`config.mk`:
```
export PLATFORM = sky130hd
export DESIGN_NAME = pipeline_hazard_ctrl
export DESIGN_NICKNAME = d
export VERILOG_FILES = /design/src/rtl/pipeline_hazard_ctrl.sv
export SDC_FILE = /design/constraint.sdc
export NUM_CORES = 1
export LEC_CHECK = 0
export ABC_AREA = 1
export BUFFER_PORTS_ARGS = -buffer_cell sky130_fd_sc_hd__buf_2
export CORE_ASPECT_RATIO = 1.4
export CORE_MARGIN = 10
export CORE_UTILIZATION = 30
export CTS_BUF_LIST = sky130_fd_sc_hd__clkbuf_2 sky130_fd_sc_hd__clkbuf_4 sky130_fd_sc_hd__clkbuf_8
export DETAILED_ROUTE_END_ITERATION = 8
export PLACE_DENSITY = 0.59
export SETUP_SLACK_MARGIN = 0.2
export SYNTH_ARGS = -nofsm -noshare
export SYNTH_HDL_FRONTEND = slang
export SYNTH_SLANG_ARGS = --single-unit
```
`constraint.sdc`:
```
create_clock -name clk -period 1.5 [get_ports clk]
set_input_delay 0.225 -clock clk [delete_from_list [all_inputs] [get_ports clk]]
set_output_delay 0.225 -clock clk [all_outputs]
set_load 0.01 [all_outputs]
```
`src/rtl/pipeline_hazard_ctrl.sv`:
```
// Hazard control for a 5-stage pipeline: turns halt, redirect and memory-wait
// requests into stage enables, flushes and bubbles, with a stall counter and memory timeout flag.
module pipeline_hazard_ctrl #(
  parameter int LU_STALL_CYCLES = 1,
  parameter int MEM_TIMEOUT     = 256,
  parameter int CNT_W           = 32
) (
  input  logic             clk,
  input  logic             rst,
  input  logic             fw_halt,
  input  logic             br_redirect,
  input  logic             imem_ready,
  input  logic             dmem_req,
  input  logic             dmem_ready,
  output logic             pc_en,
  output logic             if_id_en,
  output logic             id_ex_en,
  output logic             ex_mem_en,
  output logic             mem_wb_en,
  output logic             if_id_flush,
  output logic             id_ex_flush,
  output logic             ex_mem_bubble,
  output logic [1:0]       hz_state,
  output logic [CNT_W-1:0] stall_cycles,
  output logic             mem_timeout
);

  typedef enum logic [1:0] {RUN = 2'd0, LU_STALL = 2'd1, MEM_WAIT = 2'd2} state_t;

  localparam int LU_W = $clog2(LU_STALL_CYCLES + 1) + 1;
  localparam int WT_W = $clog2(MEM_TIMEOUT + 1) + 1;
  localparam logic [LU_W-1:0] LU_MAX  = LU_W'(LU_STALL_CYCLES);
  localparam logic [WT_W-1:0] WT_LAST = WT_W'(MEM_TIMEOUT - 1);

  state_t            state_q, state_d;
  logic [LU_W-1:0]   lu_cnt_q, lu_cnt_d;
  logic [WT_W-1:0]   wait_cnt_q, wait_cnt_d;
  logic [CNT_W-1:0]  stall_cycles_q, stall_cycles_d;
  logic              mem_timeout_q, mem_timeout_d;

  logic dmem_wait, in_lu, lu_hold;

  // A MEM_WAIT entered from LU_STALL keeps lu_cnt non-zero, so the load-use
  // sequence resumes where it left off once memory responds.
  always_comb begin
    dmem_wait = dmem_req & ~dmem_ready;
    in_lu     = (state_q == LU_STALL) | ((state_q == MEM_WAIT) & (lu_cnt_q != '0));
    lu_hold   = ~dmem_wait & (in_lu ? (lu_cnt_q < LU_MAX) : fw_halt);
  end

  always_ff @(posedge clk or posedge rst) begin
    if (rst) begin
      state_q        <= RUN;
      lu_cnt_q       <= '0;
      wait_cnt_q     <= '0;
      stall_cycles_q <= '0;
      mem_timeout_q  <= 1'b0;
    end else begin
      state_q        <= state_d;
      lu_cnt_q       <= lu_cnt_d;
      wait_cnt_q     <= wait_cnt_d;
      stall_cycles_q <= stall_cycles_d;
      mem_timeout_q  <= mem_timeout_d;
    end
  end

  always_comb begin
    state_d    = RUN;
    lu_cnt_d   = '0;
    wait_cnt_d = '0;
    if (dmem_wait) begin
      state_d    = MEM_WAIT;
      lu_cnt_d   = lu_cnt_q;
      wait_cnt_d = (wait_cnt_q == WT_LAST) ? wait_cnt_q : wait_cnt_q + WT_W'(1);
    end else if (lu_hold) begin
      state_d  = LU_STALL;
      lu_cnt_d = in_lu ? lu_cnt_q + LU_W'(1) : LU_W'(1);
    end
    mem_timeout_d  = mem_timeout_q | (dmem_wait & (wait_cnt_d == WT_LAST));
    stall_cycles_d = stall_cycles_q;
    if (!pc_en && (stall_cycles_q != '1))
      stall_cycles_d = stall_cycles_q + CNT_W'(1);
  end

  always_comb begin
    pc_en         = 1'b1;
    if_id_en      = 1'b1;
    id_ex_en      = 1'b1;
    ex_mem_en     = 1'b1;
    mem_wb_en     = 1'b1;
    if_id_flush   = 1'b0;
    id_ex_flush   = 1'b0;
    ex_mem_bubble = 1'b0;
    hz_state      = state_d;
    if (rst) begin
      {pc_en, if_id_en, id_ex_en, ex_mem_en, mem_wb_en} = 5'b00000;
      {if_id_flush, id_ex_flush, ex_mem_bubble}          = 3'b111;
      hz_state = RUN;
    end else if (dmem_wait) begin
      {pc_en, if_id_en, id_ex_en, ex_mem_en, mem_wb_en} = 5'b00000;
    end else if (lu_hold) begin
      {pc_en, if_id_en, id_ex_en} = 3'b000;
      ex_mem_bubble = 1'b1;
    end else if (br_redirect) begin
      if_id_flush = 1'b1;
      id_ex_flush = 1'b1;
    end else if (!imem_ready) begin
      pc_en       = 1'b0;
      if_id_flush = 1'b1;
    end
  end

  assign stall_cycles = stall_cycles_q;
  assign mem_timeout  = mem_timeout_q;

endmodule
```
==> impl_results.md, run 1 <==
* Status: complete, but fails checks
* Failing checks: negative setup slack
* Nets at 579
* Final setup skew at 0.0148 ns
* Starting Density at 0.310
* Most common cell in the netlist: nand2_1
* Io pins at 50
* Initial antenna violation count at 0
* R2r endpoint: stall_cycles[0]
* Flop-to-flop setup slack at -0.30 ns
* Cells after synthesis at between 400 and 500
* GR Util All Layers at 0.137
* Worst min path class: primary input to async pin
* IO Port Bufs at 49
* WP data arrival at 1.74 ns
* Chip height at between 100 and 150 µm
* Mapped Area at around 2900 µm²
* Most frequent cells after synthesis: nand2_1 (170), nor2_1 (52), dfrtp_1 (47)
* Req. time, crit path at 1.27 ns
* EDFF count, synth at 0
* Worst setup margin at -0.466 ns
* Worst path bufs/invs at 2
* Largest net degree at the start of global routing at 46
* Post-Layout Cell Count at 702
* Capturing element type of the critical path: primary output
* Syn_nets at roughly 430
* Worst-path clk slew at around 0.10 ns
* Max incr delay on CP at 0.38 ns
* Post-synth top area share at 0.399
* Vias in the first global route at 3330
* Synth area leaders: dfrtp_1 (40%), nand2_1 (22%), nor2_1 (6.6%)
* Cell family contributing the most delay on the critical path: compound AO/OA/AOI/OAI gates
* Final Cycle Share at 1.31
* Final Critical Period at slightly below 2 ns
* CTS tree: yes
* Crit path launch: lu_cnt_q[1]
* Crit path kind: flop to primary output
* First-pass GRT wire length at 16.0 mm
* Synth cell types at 26
* Cell Rows at 42
* Mean Syn Cell Area at 6.98 µm²
* Layout cells sized above 1 at 0.444
* Relative slew slack at 0.607
* RSZ-0062 raised after global routing: true
* Reg2Reg Depth at 12
* H-tree depth at 2
* Clock sinks at 47
* DR DRC count at 0
* Fraction of registers with async set/reset at 1.00
* RR Startpoint: lu_cnt_q[1]
* Overall power at roughly 0.0046 W
* Pwr/cell area at 964 nW/µm²
* Yosys reg bits at 47
* Slew Limit Fails at 0
* Longest Clk Path Bufs at 2
* Initial drt markers at 135
* Startpoint type of the worst setup path: flop
* Max VDD drop at 0.644 mV
* Slowest cell on the critical path: dfrtp_1
* P_leak at 2.42 nW
* Slew @ Worst Pin at between 0.5 and 0.6 ns
* Die W at 104 µm
* Vias at 3236
* Full die area at 14200 µm²
* Crit path cell chain: inv_2, ha_4, nor2_4, o21ai_4, nand2_2, o21ai_4, nand2_2, o211ai_1, buf_2
* Placed Instances at 674
* Final global-route overflow total at 0
* Core Area at 9510 µm²
* Avg Vias per Cell at 4.61
* Post-DP HPWL at 6.91 mm
* Critical path fanouts, max at 4
* WL/cell at around 14 µm
* Initial DRT Pass Iterations at 4
* Area delta synth->final at 61.7%
* Root Driver: clkbuf_8
* Hold Fails Final Rpt at 0
* F_max at 0.509 GHz
* Syn. warnings at 0
* Number of buffers created by CTS at 5
* Endpoints failing setup at between 40 and 50
* Final WL at between 9 and 10 mm
* Diode count at 0
* Detail Route Antenna Nets at 0
* GPL Wtd Cong at 0.877
* Synth Flop Type: dfrtp_1
* Sequential area share after synthesis at 0.399
* Clock latency on the worst-skew pair at between 0.3 and 0.4 ns
* Max-cap violations at 0
* Cell taking the most area after synthesis: dfrtp_1
-- power by group --
group	internal [W]	leakage, nW	total [W]	switching [W]
clock	0.000377	0.0474	0.000828	0.000451
sequential	0.00140	0.633	0.00151	0.000112
combinational	0.00116	1.74	0.00226	0.00109
total	0.00294	2.42	0.00459	0.00166
-- placed cells by master (no fill, tap or decap), types with 2 or more instances in the layout --
master	n
a21oi_2	4
buf_12	5
buf_16	6
buf_2	47
buf_4	79
buf_6	11
clkbuf_8	6
clkinvlp_4	2
dfrtp_1	46
ha_4	2
inv_1	26
inv_2	11
nand2_1	131
nand2_2	34
nand2_4	6
nand3_1	13
nand3_2	2
nand3_4	3
nand3b_1	2
nand4_1	7
nor2_1	39
nor2_2	12
nor2_4	6
nor3_1	13
o21ai_0	3
o21ai_2	4
o21ai_4	5
xnor2_1	13
xor2_1	19
-- worst max path at each step --
stage	slack, ns	to	cells after the start
after floorplan	-0.12	stall_cycles[13]	10
after global placement	-0.16	stall_cycles[27]	11
after detailed placement	-0.24	stall_cycles[24]	11
after CTS	-0.49	if_id_flush	9
after global routing	-0.57	if_id_flush	9
final	-0.47	if_id_flush	9
-- layer usage --
layer | global-route usage | up-vias | part of all wire | wire (µm)
li1 | - | 1605 | - | -
met1 | 0.144 | 1507 | 0.38 | 3810
met2 | 0.253 | 98 | 0.53 | 5220
met3 | 0.0281 | 26 | 0.045 | 444
met4 | 0.0713 | 0 | 0.043 | 421
met5 | 0 | - | 0 | 0
-- cells by family after synthesis --
logic type,after synthesis,share of synthesized area
AND/OR/NAND/NOR,271,0.381
XOR/XNOR,32,0.0951
adder cells (fa/ha/maj),3,0.0127
flip-flops,47,0.399
AO/OA/AOI/OAI,20,0.0357
buffers and inverters,49,0.0764
-- metrics by stage --
step / setup TNS (ns) / hold WS, ns / setup slack (ns) / instance area [µm²] / util
floorplan: -3.44 / 0.268 / -0.123 / 3040 / -
detailed placement: -8.03 / 0.173 / -0.236 / 3980 / 0.418
global route: -15.57 / 0.277 / -0.565 / 4770 / 0.501
CTS: -11.93 / 0.225 / -0.489 / 4500 / 0.473
finish: -11.36 / 0.210 / -0.466 / 4770 / 0.501
global placement: -4.68 / 0.170 / -0.155 / 3980 / 0.418
-- final cells by class --
class / count / area (µm²)
clock buffer: 6 / 82.6
clock inverter: 2 / 16.3
fill: 913 / 4750
inverter: 39 / 166
multi-input combinational: 326 / 1910
sequential: 47 / 1180
tap: 132 / 165
timing repair buffer: 150 / 1250
-- tightest hold or removal path: stages --
cell	delay (ns)
buf_2	0.15
clkinvlp_4	0.12
buf_4	0.50
-- timing repair --
action | in CTS | in global routing
hold buffers | 1 | 0
resized for setup | 44 | 64
endpoints found under the setup margin | 50 | 53
hold endpoints to repair | 2 | 0
setup buffers | 7 | 5
pin swaps | 10 | 18
gates cloned | 6 | 1
-- sequential cells by signal, summed over array words and instances (netlist names) --
name          cells
lu_cnt_q          2
mem_timeout       1
stall_cycles     32
state_q           2
wait_cnt_q       10
(Power assumes the default switching activity.)
==> run 2: changes to the inputs <==
Settings changed: RECOVER_POWER set to 50.
==> run 2 against run 1 <==
Net effect: the flow still finishes with violations (negative setup slack); via count increased by 0.12%; critical path depth unchanged; flip-flop and latch count unchanged; sequential share of layout area about the same; die area unchanged; register-to-register slack about the same; non-clock buffer count unchanged; clock skew about the same; clock-buffer cell count unchanged; combinational power about the same; sequential power about the same; critical path type unchanged.
==> impl_results.md, run 2 (synthesized netlist as in run 1, its figures left out) <==
* Max VDD drop at ~0.64 mV
* Capturing element type of the critical path: primary output
* WP data arrival at between 1.5 and 2 ns
* Largest net degree at the start of global routing at 46
* Post-Layout Cell Count at 702
* Endpoints failing setup at 41
* Avg Vias per Cell at 4.62
* Chip height at between 100 and 150 µm
* Initial antenna violation count at 0
* Detail Route Antenna Nets at 0
* Most common cell after layout, fill and taps aside: nand2_1
* Pwr/cell area at 966 nW/µm²
* Max incr delay on CP at 0.38 ns
* Minimum hold slack at 0.335 ns
* Clock latency on the worst-skew pair at roughly 0.31 ns
* Vias in the first global route at 3330
* Final WL at 9.90 mm
* Startpoint type of the worst setup path: flop
* Starting Density at 0.310
* Die W at 104 µm
* Diode count at 0
* Worst-path clk slew at 0.08 ns
* Slowest cell on the critical path: dfrtp_1
* Initial drt markers at 123
* Dpl ws at -0.236 ns
* Slew Limit Fails at 0
* Max-cap violations at 0
* IO Port Bufs at slightly below 50
* Layout cells sized above 1 at 0.440
* Full die area at 14200 µm²
* Placed Instances at approximately 670
* Root Driver: clkbuf_8
* Area delta synth->final at 61.4%
* Final setup skew at between 0.01 and 0.015 ns
* Core Area at around 9500 µm²
* F_max at 0.509 GHz
* Most frequent cells in the layout: nand2_1 (131), buf_4 (78), buf_2 (47)
* Longest Clk Path Bufs at 2
* Post-DP HPWL at 6.91 mm
* Worst min path class: primary input to flop
* P_leak at 2.42 nW
* Req. time, crit path at 1.27 ns
* Final Critical Period at 1.96 ns
* Io pins at 50
* GR Util All Layers at 0.137
* Relative slew slack at 0.310
* Final global-route overflow total at 0
* Vias at 3240
* Clock sinks at 47
* RSZ-0062 raised after global routing: true
* DR DRC count at 0
* H-tree depth at 2
* Final Cycle Share at 1.31
* Crit path kind: flop to primary output
* First-pass GRT wire length at 16.0 mm
* Failing checks: negative setup slack
* Slew @ Worst Pin at 1.04 ns
* Setup tns final at -11.36 ns
* Cell Rows at 42
* WL/cell at 14.1 µm
* Hold Fails Final Rpt at 0
* Initial DRT Pass Iterations at 4
* Max reg flops at 32
* GPL Wtd Cong at 0.877
* Worst setup margin at -0.463 ns
* Critical path fanouts, max at 4
* Number of buffers created by CTS at 5
* Flop-to-flop setup slack at -0.30 ns
* Nets at 579
* Crit path cell chain: inv_2, ha_4, nor2_4, o21ai_4, nand2_2, o21ai_4, nand2_2, o211ai_1, buf_2
* CTS tree: yes
* Status: complete, but fails checks
==> run 2: layout make-up <==
class                   count  area, µm²
clock buffers               6       82.6
clock inverters             2       16.3
fillers                   915       4750
inverters                  39        164
multi-input cells         326       1900
flip-flops and latches     47       1180
well taps                 132        165
repair buffers            150       1250
==> run 2: power by group <==
group / leakage [nW] / internal (W) / switching (W)
Sequential: 0.633 / 0.00140 / 0.000112
Clock: 0.0474 / 0.000377 / 0.000452
Combinational: 1.74 / 0.00116 / 0.00109
==> run 2: worst paths after layout <==
path | from | endpoint | cells after the start
worst max-delay path | lu_cnt_q[1] | if_id_flush | 9
worst min-delay path | dmem_ready | state_q[1] | 3
worst max register to register | lu_cnt_q[1] | stall_cycles[0] | 12
worst min register to register | mem_timeout | mem_timeout | 2
max in group asynchronous | rst | stall_cycles[8] | 3
min in group asynchronous | rst | stall_cycles[13] | 3
==> run 2: through the flow <==
step / instance area, µm² / total power, W / utilization
floorplan: 3040 / 0.00238 / -
global placement: 3980 / 0.00297 / 0.418
detailed placement: 3980 / 0.00303 / 0.418
CTS: 4500 / 0.00434 / 0.473
global route: 4760 / 0.00486 / 0.500
finish: 4760 / 0.00459 / 0.500
==> run 2: critical path: cells and delay by family (launching register included) <==
family	cells	cell delay, ns
compound gates	3	0.44
flops	1	0.38
buf+inv	2	0.24
simple gates	3	0.23
fa+ha+maj	1	0.15
==> run 2: repair_timing <==
item | in CTS | in global routing
setup buffers | 7 | 5
hold endpoints to repair | 2 | 0
pin swaps | 10 | 18
gates cloned | 6 | 1
resized for setup | 44 | 64
hold buffers | 1 | 0
endpoints found under the setup margin | 50 | 53
==> run 2: layer usage <==
metal | part of all wire | GRT usage | vias up
met5 | 0 | 0 | -
li1 | - | - | 1606
met2 | 0.53 | 0.253 | 87
met4 | 0.041 | 0.0713 | 0
met3 | 0.043 | 0.0281 | 24
met1 | 0.39 | 0.144 | 1523
==> run 3: changes to the inputs <==
Settings changed: SKIP_LAST_GASP set to 1.
==> run 3 against run 2 <==
Net effect: the flow still finishes with violations (negative setup slack); routed wire length increased by 0.80%; highest routed layer unchanged; register-to-register slack got worse by 0.04 ns; first-iteration DRC count shrank 2.4%.
==> impl_results.md, run 3 (synthesized netlist as in run 1, its figures left out) <==
* Req. time, crit path at 1.27 ns
* Layout cells sized above 1 at 0.448
* H-tree depth at 2
* Hold Fails Final Rpt at 0
* Worst min path class: primary input to flop
* Initial drt markers at 120
* Status: complete, but fails checks
* Flop-to-flop setup slack at -0.34 ns
* First-pass GRT wire length at 16.0 mm
* Final WL at 9.98 mm
* Final Cycle Share at 1.31
* Critical path fanouts, max at 4
* Vias in the first global route at 3330
* Relative slew slack at 0.322
* Diode count at 0
* Area delta synth->final at 63.7%
* RSZ-0062 raised after global routing: true
* Die W at about 100 µm
* Worst-path clk slew at 0.08 ns
* Setup tns final at -12.23 ns
* CTS tree: yes
* Longest Clk Path Bufs at 2
* IO Port Bufs at between 40 and 50
* GPL Wtd Cong at 0.877
* Minimum hold slack at 0.336 ns
* Initial DRT Pass Iterations at 4
* Capturing element type of the critical path: primary output
* Clock sinks at 47
* Nets at between 500 and 600
* WL/cell at 14.2 µm
* Max VDD drop at 0.675 mV
* Placed Instances at 674
* # fillers at 891
* Number of buffers created by CTS at 5
* F_max at 0.511 GHz
* Final setup skew at 0.0185 ns
* Vias at 3262
* Most frequent cells in the layout: nand2_1 (124), buf_4 (77), buf_2 (47)
* Post-DP HPWL at 6.91 mm
* Chip height at 137 µm
* Starting Density at 0.310
* Final Critical Period at 1.96 ns
* DR DRC count at 0
* Full die area at 14200 µm²
* Cell Rows at 42
* Max-cap violations at 0
* Avg Vias per Cell at 4.63
* Max reg flops at 32
* Pwr/cell area at roughly 970 nW/µm²
* Startpoint type of the worst setup path: flop
* GR Util All Layers at 0.136
* Initial antenna violation count at 0
* P_leak at 2.50 nW
* Slew Limit Fails at 0
* Io pins at 50
* Post-Layout Cell Count at 704
* Root Driver: clkbuf_8
* Core Area at 9510 µm²
* Failing checks: negative setup slack
* Most common cell after layout, fill and taps aside: nand2_1
* Worst setup margin at -0.458 ns
* Largest net degree at the start of global routing at 46
* Final global-route overflow total at 0
* Clock latency on the worst-skew pair at 0.31 ns
* Detail Route Antenna Nets at 0
* Slew @ Worst Pin at 1.02 ns
* WP data arrival at 1.73 ns
* Crit path kind: flop to primary output
* Endpoints failing setup at 41
## run 3: routing by layer
metal  vias up  GRT usage  wire length [µm]
li1       1609          -                 -
met1      1540      0.143              3870
met2        90      0.251              5320
met3        23     0.0281               392
met4         0     0.0767               398
met5         -          0                 0
## run 3: critical path, stage by stage (launching register included)
cell,delay [ns]
dfrtp_1,0.38
inv_2,0.07
ha_4,0.15
nor2_4,0.04
o21ai_4,0.18
nand2_2,0.09
o21ai_4,0.08
buf_4,0.15
nor2_4,0.03
inv_2,0.08
nor2_2,0.04
buf_2,0.14
## run 3: layout make-up
cell class,instances,area (µm²),area share
multi-input combinational,326,1940,0.402
timing repair buffer,152,1280,0.266
sequential,47,1180,0.244
tap,132,165,0.0343
inverter,39,160,0.0332
clock buffer,6,82.6,0.0171
clock inverter,2,16.3,0.00337
## run 3: worst paths after layout
kind,startpoint,endpoint,cells after the start
setup / recovery,lu_cnt_q[1],hz_state[0],11
hold / removal,dmem_ready,state_q[1],3
setup reg to reg,lu_cnt_q[1],stall_cycles[13],13
hold reg to reg,mem_timeout,mem_timeout,2
max in group asynchronous,rst,stall_cycles[8],3
min in group asynchronous,rst,stall_cycles[18],3
## run 3: what timing repair did
action	in CTS	in global routing
pin swaps	9	24
gates cloned	6	1
buffers inserted	7	7
gates resized for setup	37	80
hold endpoints to repair	2	0
setup endpoints to repair	50	54
hold buffers	1	0
## run 3: power by group
part	internal (W)	switching (W)	leakage, nW
Sequential	0.00140	0.000113	0.633
Clock	0.000377	0.000456	0.0474
Combinational	0.00121	0.00112	1.81
## run 3: through the flow
step / worst slack [ns] / utilization / area [µm²] / power, W
finish: -0.458 / 0.507 / 4820 / 0.00467
global route: -0.565 / 0.507 / 4820 / 0.00494
CTS: -0.489 / 0.472 / 4490 / 0.00434
detailed placement: -0.236 / 0.418 / 3980 / 0.00303
global placement: -0.155 / 0.418 / 3980 / 0.00297
floorplan: -0.123 / - / 3040 / 0.00238
